### config.mk
export PLATFORM = sky130hd
export DESIGN_NAME = stage_w_flat
export DESIGN_NICKNAME = d
export VERILOG_FILES = /design/src/rtl/stage_w_if.sv /design/src/rtl/stage_w.sv /design/src/flat_wrapper.sv
export SDC_FILE = /design/constraint.sdc
export NUM_CORES = 1
export LEC_CHECK = 0
export ABC_CLOCK_PERIOD_IN_PS = 12310
export CORE_MARGIN = 2
export CORE_UTILIZATION = 35
export DETAILED_ROUTE_END_ITERATION = 8
export GPL_TIMING_DRIVEN = 0
export PLACE_DENSITY = 0.59
export SLEW_MARGIN = 25
export SYNTH_ARGS = -nofsm -noshare
export SYNTH_HDL_FRONTEND = slang
export SYNTH_SLANG_ARGS = --single-unit
export TNS_END_PERCENT = 10
### constraint.sdc
create_clock -name clk -period 12.31 [get_ports clk]
set_clock_uncertainty 0.15 [all_clocks]
set_input_delay 2.462 -clock clk [delete_from_list [all_inputs] [get_ports clk]]
set_output_delay 2.462 -clock clk [all_outputs]
set_load 0.005 [all_outputs]
### src/rtl/stage_w_if.sv
// Bus between the memory-access stage and the writeback stage.
// The M-side pipeline fields, the data-memory read data and the pipeline
// controls flow into W; the register-file write port, the forwarding flag
// and the two counters flow out of it.
interface stage_w_if #(
    parameter int CNT_W = 32
);
    logic             m_valid;
    logic             m_reg_we;
    logic [4:0]       m_rd;
    logic [5:0]       m_alucode;
    logic             m_is_load;
    logic [31:0]      m_alu_result;
    logic [4:0]       m_byte_offset;
    logic             m_is_hardware;
    logic [31:0]      dm_r_data;
    logic             stall;
    logic             flush;
    logic             rf_we;
    logic [4:0]       rf_waddr;
    logic [31:0]      rf_wdata;
    logic             fwd_valid;
    logic [CNT_W-1:0] hw_counter;
    logic [CNT_W-1:0] retire_count;

    modport master (
        output m_valid, m_reg_we, m_rd, m_alucode, m_is_load, m_alu_result,
               m_byte_offset, m_is_hardware, dm_r_data, stall, flush,
        input  rf_we, rf_waddr, rf_wdata, fwd_valid, hw_counter, retire_count
    );

    modport slave (
        input  m_valid, m_reg_we, m_rd, m_alucode, m_is_load, m_alu_result,
               m_byte_offset, m_is_hardware, dm_r_data, stall, flush,
        output rf_we, rf_waddr, rf_wdata, fwd_valid, hw_counter, retire_count
    );
endinterface

### src/rtl/stage_w.sv
// Writeback stage: M/W pipeline register, load alignment and extension,
// cycle-counter loads, register-file write port, forwarding flag, and the
// retired-instruction counter. Sync RAM data is captured into a hold
// register while W is stalled so a stalled load writes back its own data.
module stage_w #(
    parameter int CNT_W = 32
) (
    input  logic     clk,
    input  logic     reset,
    stage_w_if.slave bus
);
    localparam logic [5:0] ALU_LB  = 6'd20;
    localparam logic [5:0] ALU_LH  = 6'd21;
    localparam logic [5:0] ALU_LW  = 6'd22;
    localparam logic [5:0] ALU_LBU = 6'd23;
    localparam logic [5:0] ALU_LHU = 6'd24;

    logic             w_valid_q,   w_valid_d;
    logic             w_reg_we_q,  w_reg_we_d;
    logic [4:0]       w_rd_q,      w_rd_d;
    logic [5:0]       w_alucode_q, w_alucode_d;
    logic             w_is_load_q, w_is_load_d;
    logic [31:0]      w_result_q,  w_result_d;
    logic [4:0]       w_offset_q,  w_offset_d;
    logic             w_is_hw_q,   w_is_hw_d;
    logic             hold_valid_q, hold_valid_d;
    logic [31:0]      hold_data_q,  hold_data_d;
    logic [CNT_W-1:0] hw_cnt_q,     hw_cnt_d;
    logic [CNT_W-1:0] retire_q,     retire_d;

    logic [31:0]      hw32;
    logic [31:0]      raw;
    logic [15:0]      sh;
    logic [31:0]      ext;

    // Counter value as seen on the 32-bit load data path.
    if (CNT_W >= 32) begin : g_hw_trunc
        assign hw32 = hw_cnt_q[31:0];
    end else begin : g_hw_zext
        assign hw32 = {{(32-CNT_W){1'b0}}, hw_cnt_q};
    end

    // Next state of the M/W register: hold on stall, bubble on flush, else capture.
    always_comb begin
        w_valid_d   = w_valid_q;
        w_reg_we_d  = w_reg_we_q;
        w_rd_d      = w_rd_q;
        w_alucode_d = w_alucode_q;
        w_is_load_d = w_is_load_q;
        w_result_d  = w_result_q;
        w_offset_d  = w_offset_q;
        w_is_hw_d   = w_is_hw_q;
        if (!bus.stall) begin
            if (bus.flush) begin
                w_valid_d   = 1'b0;
                w_reg_we_d  = 1'b0;
                w_rd_d      = '0;
                w_alucode_d = '0;
                w_is_load_d = 1'b0;
                w_result_d  = '0;
                w_offset_d  = '0;
                w_is_hw_d   = 1'b0;
            end else begin
                w_valid_d   = bus.m_valid;
                w_reg_we_d  = bus.m_reg_we;
                w_rd_d      = bus.m_rd;
                w_alucode_d = bus.m_alucode;
                w_is_load_d = bus.m_is_load;
                w_result_d  = bus.m_alu_result;
                w_offset_d  = bus.m_byte_offset;
                w_is_hw_d   = bus.m_is_hardware;
            end
        end
    end

    // Hold register: grab RAM data on the first stalled cycle of a load, release when W advances.
    always_comb begin
        hold_valid_d = hold_valid_q;
        hold_data_d  = hold_data_q;
        if (bus.stall) begin
            if (w_valid_q && w_is_load_q && !hold_valid_q) begin
                hold_data_d  = bus.dm_r_data;
                hold_valid_d = 1'b1;
            end
        end else begin
            hold_valid_d = 1'b0;
        end
    end

    // Free-running cycle counter and retire counter (counts any valid instruction leaving W).
    always_comb begin
        hw_cnt_d = hw_cnt_q + CNT_W'(1);
        retire_d = retire_q + CNT_W'(w_valid_q & ~bus.stall);
    end

    // Load data selection, alignment and extension.
    always_comb begin
        raw = w_is_hw_q ? hw32 : (hold_valid_q ? hold_data_q : bus.dm_r_data);
        sh  = 16'(raw >> w_offset_q);
        case (w_alucode_q)
            ALU_LB:  ext = {{24{sh[7]}}, sh[7:0]};
            ALU_LBU: ext = {24'h0, sh[7:0]};
            ALU_LH:  ext = {{16{sh[15]}}, sh};
            ALU_LHU: ext = {16'h0, sh};
            ALU_LW:  ext = raw;
            default: ext = raw;
        endcase
    end

    // State registers with asynchronous reset.
    always_ff @(posedge clk or posedge reset) begin
        if (reset) begin
            w_valid_q    <= 1'b0;
            w_reg_we_q   <= 1'b0;
            w_rd_q       <= '0;
            w_alucode_q  <= '0;
            w_is_load_q  <= 1'b0;
            w_result_q   <= '0;
            w_offset_q   <= '0;
            w_is_hw_q    <= 1'b0;
            hold_valid_q <= 1'b0;
            hold_data_q  <= '0;
            hw_cnt_q     <= '0;
            retire_q     <= '0;
        end else begin
            w_valid_q    <= w_valid_d;
            w_reg_we_q   <= w_reg_we_d;
            w_rd_q       <= w_rd_d;
            w_alucode_q  <= w_alucode_d;
            w_is_load_q  <= w_is_load_d;
            w_result_q   <= w_result_d;
            w_offset_q   <= w_offset_d;
            w_is_hw_q    <= w_is_hw_d;
            hold_valid_q <= hold_valid_d;
            hold_data_q  <= hold_data_d;
            hw_cnt_q     <= hw_cnt_d;
            retire_q     <= retire_d;
        end
    end

    // Register-file write port and forwarding outputs.
    always_comb begin
        bus.rf_we        = w_valid_q & w_reg_we_q & (w_rd_q != '0) & ~bus.stall;
        bus.rf_waddr     = w_rd_q;
        bus.rf_wdata     = w_is_load_q ? ext : w_result_q;
        bus.fwd_valid    = bus.rf_we;
        bus.hw_counter   = hw_cnt_q;
        bus.retire_count = retire_q;
    end
endmodule

### src/flat_wrapper.sv
// flat-port wrapper written by rule: the top's interface ports become plain ports
module stage_w_flat 
#(
    parameter int CNT_W = 32
)
  (clk, reset, bus_m_valid, bus_m_reg_we, bus_m_rd, bus_m_alucode, bus_m_is_load, bus_m_alu_result, bus_m_byte_offset, bus_m_is_hardware, bus_dm_r_data, bus_stall, bus_flush, bus_rf_we, bus_rf_waddr, bus_rf_wdata, bus_fwd_valid, bus_hw_counter, bus_retire_count);
  stage_w_if #(.CNT_W(CNT_W)) bus_i ();
  input  logic clk;
  input  logic reset;
  input wire logic [$bits(bus_i.m_valid)-1:0] bus_m_valid;
  input wire logic [$bits(bus_i.m_reg_we)-1:0] bus_m_reg_we;
  input wire logic [$bits(bus_i.m_rd)-1:0] bus_m_rd;
  input wire logic [$bits(bus_i.m_alucode)-1:0] bus_m_alucode;
  input wire logic [$bits(bus_i.m_is_load)-1:0] bus_m_is_load;
  input wire logic [$bits(bus_i.m_alu_result)-1:0] bus_m_alu_result;
  input wire logic [$bits(bus_i.m_byte_offset)-1:0] bus_m_byte_offset;
  input wire logic [$bits(bus_i.m_is_hardware)-1:0] bus_m_is_hardware;
  input wire logic [$bits(bus_i.dm_r_data)-1:0] bus_dm_r_data;
  input wire logic [$bits(bus_i.stall)-1:0] bus_stall;
  input wire logic [$bits(bus_i.flush)-1:0] bus_flush;
  output wire logic [$bits(bus_i.rf_we)-1:0] bus_rf_we;
  output wire logic [$bits(bus_i.rf_waddr)-1:0] bus_rf_waddr;
  output wire logic [$bits(bus_i.rf_wdata)-1:0] bus_rf_wdata;
  output wire logic [$bits(bus_i.fwd_valid)-1:0] bus_fwd_valid;
  output wire logic [$bits(bus_i.hw_counter)-1:0] bus_hw_counter;
  output wire logic [$bits(bus_i.retire_count)-1:0] bus_retire_count;
  assign bus_i.m_valid = bus_m_valid;
  assign bus_i.m_reg_we = bus_m_reg_we;
  assign bus_i.m_rd = bus_m_rd;
  assign bus_i.m_alucode = bus_m_alucode;
  assign bus_i.m_is_load = bus_m_is_load;
  assign bus_i.m_alu_result = bus_m_alu_result;
  assign bus_i.m_byte_offset = bus_m_byte_offset;
  assign bus_i.m_is_hardware = bus_m_is_hardware;
  assign bus_i.dm_r_data = bus_dm_r_data;
  assign bus_i.stall = bus_stall;
  assign bus_i.flush = bus_flush;
  assign bus_rf_we = bus_i.rf_we;
  assign bus_rf_waddr = bus_i.rf_waddr;
  assign bus_rf_wdata = bus_i.rf_wdata;
  assign bus_fwd_valid = bus_i.fwd_valid;
  assign bus_hw_counter = bus_i.hw_counter;
  assign bus_retire_count = bus_i.retire_count;
  stage_w #(.CNT_W(CNT_W)) u_core (.clk(clk), .reset(reset), .bus(bus_i));
endmodule
==> results.json <==
{
  "synth_top_area_frac": 0.408,
  "ys_ff_latch": 149,
  "clk_pin_slew_worst_paths_ns": 0.06,
  "std_cell_rows": 59,
  "ys_warn_count": 0,
  "routed_wl_um": 29500,
  "synthToLayoutAreaGrowth_pct": 32.7,
  "cts-root-buf": "clkbuf_16",
  "fin_setup_tns_ns": 0,
  "p_leak_nw": 5.06,
  "critPathRequiredTime_ns": 9.70,
  "synth_cells": 817,
  "ir_drop_mv": 0.0727,
  "overflow": 0,
  "vias_per_cell": 5.47,
  "ios": 191,
  "whs_path_depth": 1,
  "status": "completed",
  "place_area_um2": 11500,
  "grt_pass1_wl_um": 46000,
  "p_total_mw": 1.50,
  "r2r_start": "u_core.w_valid_q",
  "final_core_util": 0.469,
  "synth_fp_nets": 908,
  "rr_endpoint": "u_core.bus.retire_count[26]",
  "finalCritPeriodShare": 0.684,
  "clock_path_buffers": 2,
  "grt_usage": 0.216,
  "fin_crit_ns": 8.42,
  "firstDrtPassIters": 5,
  "core_um2": 25800,
  "hold_violations": 0,
  "grt_max_degree": 88,
  "synth_edf_count": 0,
  "cp-end-kind": "output pin",
  "synth.most_common_cell": "dfrtp_1",
  "setup_viol": 0,
  "yosys.area.top_type": "dfrtp_1",
  "critPathLaunchType": "primary input",
  "critPathKind": "in -> out",
  "cts_made_buffers": 17,
  "cp_max_fo": 10,
  "ant_nets": 0,
  "seq_area_frac_synth": 0.408,
  "drc": 0,
  "maxSlewViolCount": 0,
  "cts_setup_buffers": 0,
  "ys_types": 68,
  "max_slew_margin": 0.476,
  "synth_ff_type": "dfrtp_1",
  "rsz0062_at_grt": "no",
  "cap_violations": 0,
  "die_x_um": 166,
  "hold_end": "u_core.bus.retire_count[31]",
  "dieArea_um2": 27400,
  "grt_pass1_vias": 7702,
  "globalplace.congestion": 0.925,
  "powerDensity_nw_per_um2": 124,
  "worst-r2r-cell-count": 10,
  "dp_hpwl_um": 22800,
  "die_y_um": 166,
  "holdBufCountCts": 0,
  "cts.sinks": 149,
  "max_freq_mhz": 119,
  "async_flop_share": 1.00,
  "hold_path.class": "reg -> reg",
  "crit_arrival_ns": 5.81,
  "r2r_slack_ns": 9.30,
  "holdCritStartpoint": "u_core.bus.retire_count[31]",
  "synth.cells.most_frequent": "dfrtp_1 (149), mux2_2 (64), a22o_1 (53), mux2i_1 (51), nor2_1 (48)",
  "num_vias": 7527,
  "final_nets": 1118,
  "final.setup.worst_slack_ns": 3.89,
  "cts_tree": "built",
  "htree_levels": 4,
  "io_buffers": 190,
  "worst_slew_pin_slew_ns": 0.786,
  "antenna_found_initial": 1,
  "clk_latency_ns": 0.44,
  "first_iter_violations": 482,
  "synth_area_um2": 9140,
  "drive_gt1_frac": 0.168,
  "initial_core_util": 0.354,
  "pre_cts_ws_ns": 3.92,
  "synthTopCellsByArea": "dfrtp_1 (41%), mux4_2 (10%), mux2_2 (7.9%)",
  "post_drt_wl_per_cell_um": 21.4,
  "syn_avg_cell_area_um2": 11.2,
  "design_area_um2": 12100,
  "cts-resized-gates": 0
}
==> worst max-delay path, cell delays in order <==
cell	delay, ns
clkdlybuf4s50_1	0.44
mux2_2	0.31
mux4_2	0.56
mux4_2	0.56
o211a_4	0.27
nor3_2	0.18
a211oi_2	0.21
buf_6	0.19
nand2b_4	0.13
clkdlybuf4s50_1	0.50
==> metal layers <==
| metal | vias up | track usage | routed length, µm | share of wire |
|---|---|---|---|---|
| li1 | 3486 | - | - | - |
| met1 | 3746 | 0.287 | 12900 | 0.44 |
| met2 | 253 | 0.338 | 13800 | 0.47 |
| met3 | 42 | 0.0659 | 2160 | 0.073 |
| met4 | 0 | 0.0711 | 677 | 0.023 |
| met5 | - | 0 | 0 | 0 |
==> final cells by class <==
cell class | instances | area, µm²
fillers | 2491 | 13700
multi-input cells | 600 | 5110
flip-flops and latches | 149 | 3730
repair buffers | 191 | 1930
clock buffers | 17 | 425
well taps | 335 | 419
plain buffers | 54 | 248
clock inverters | 15 | 204
inverters | 14 | 60.1
diodes | 1 | 2.50
==> cell usage in the layout (no fill, tap or decap), types with 5 or more instances in the layout <==
cell type / count
xnor2_1: 45
nand3_1: 33
nand2b_4: 10
a21oi_1: 26
clkdlybuf4s50_1: 190
clkbuf_1: 35
and3_1: 11
inv_8: 6
clkbuf_16: 17
a22o_1: 53
inv_6: 5
nand2b_1: 15
mux4_2: 41
mux2_2: 64
mux2i_1: 51
nand4_1: 14
nor2_1: 48
o22ai_1: 6
inv_1: 8
xor2_1: 15
buf_2: 6
nor3_1: 11
buf_1: 8
nand2_1: 41
dfrtp_1: 149
o21ai_0: 39
==> registers in the layout, indices dropped and copies added (netlist names) <==
register and count:
u_core.bus.hw_counter 32, u_core.bus.retire_count 32, u_core.hold_data_q 32, u_core.w_result_q 32, u_core.w_alucode_q 6, u_core.bus.rf_waddr 5
u_core.w_offset_q 5, u_core.hold_valid_q 1, u_core.w_is_hw_q 1, u_core.w_is_load_q 1, u_core.w_reg_we_q 1, u_core.w_valid_q 1
==> cell families (layout without fill, tap and decap cells) <==
logic type / count (synthesis) / in the layout / synth area share
flip-flops: 149 / 149 / 0.408
AO/OA/AOI/OAI: 168 / 168 / 0.132
adder cells (fa/ha/maj): 3 / 3 / 0.00411
AND/OR/NAND/NOR: 207 / 207 / 0.122
XOR/XNOR: 60 / 60 / 0.0575
multiplexers: 162 / 162 / 0.244
other: 0 / 1 / 0
buffers and inverters: 68 / 291 / 0.0328
==> worst max-delay path by stage <==
stage / slack [ns] / startpoint / endpoint
after global routing: 3.81 / bus_dm_r_data[28] / bus_rf_wdata[9]
after global placement: 3.25 / reset / u_core.bus.retire_count[5]
final: 3.89 / bus_dm_r_data[27] / bus_rf_wdata[30]
after detailed placement: 3.92 / bus_dm_r_data[25] / bus_rf_wdata[9]
after floorplan: 5.16 / bus_dm_r_data[30] / bus_rf_wdata[16]
after CTS: 3.92 / bus_dm_r_data[25] / bus_rf_wdata[9]
==> metrics by stage <==
stage	std cells	hold WS, ns
after floorplan	817	0.318
after global placement	1342	0.316
after detailed placement	1343	0.313
after CTS	1375	0.331
after global routing	1375	0.364
final	1376	0.324
==> power by group <==
part           switching, mW  leakage, nW  internal, mW
registers             0.0319         1.96         0.543
logic                  0.172         2.79         0.188
clock network          0.241        0.313         0.329
Power figures use the tool's default switching activity.
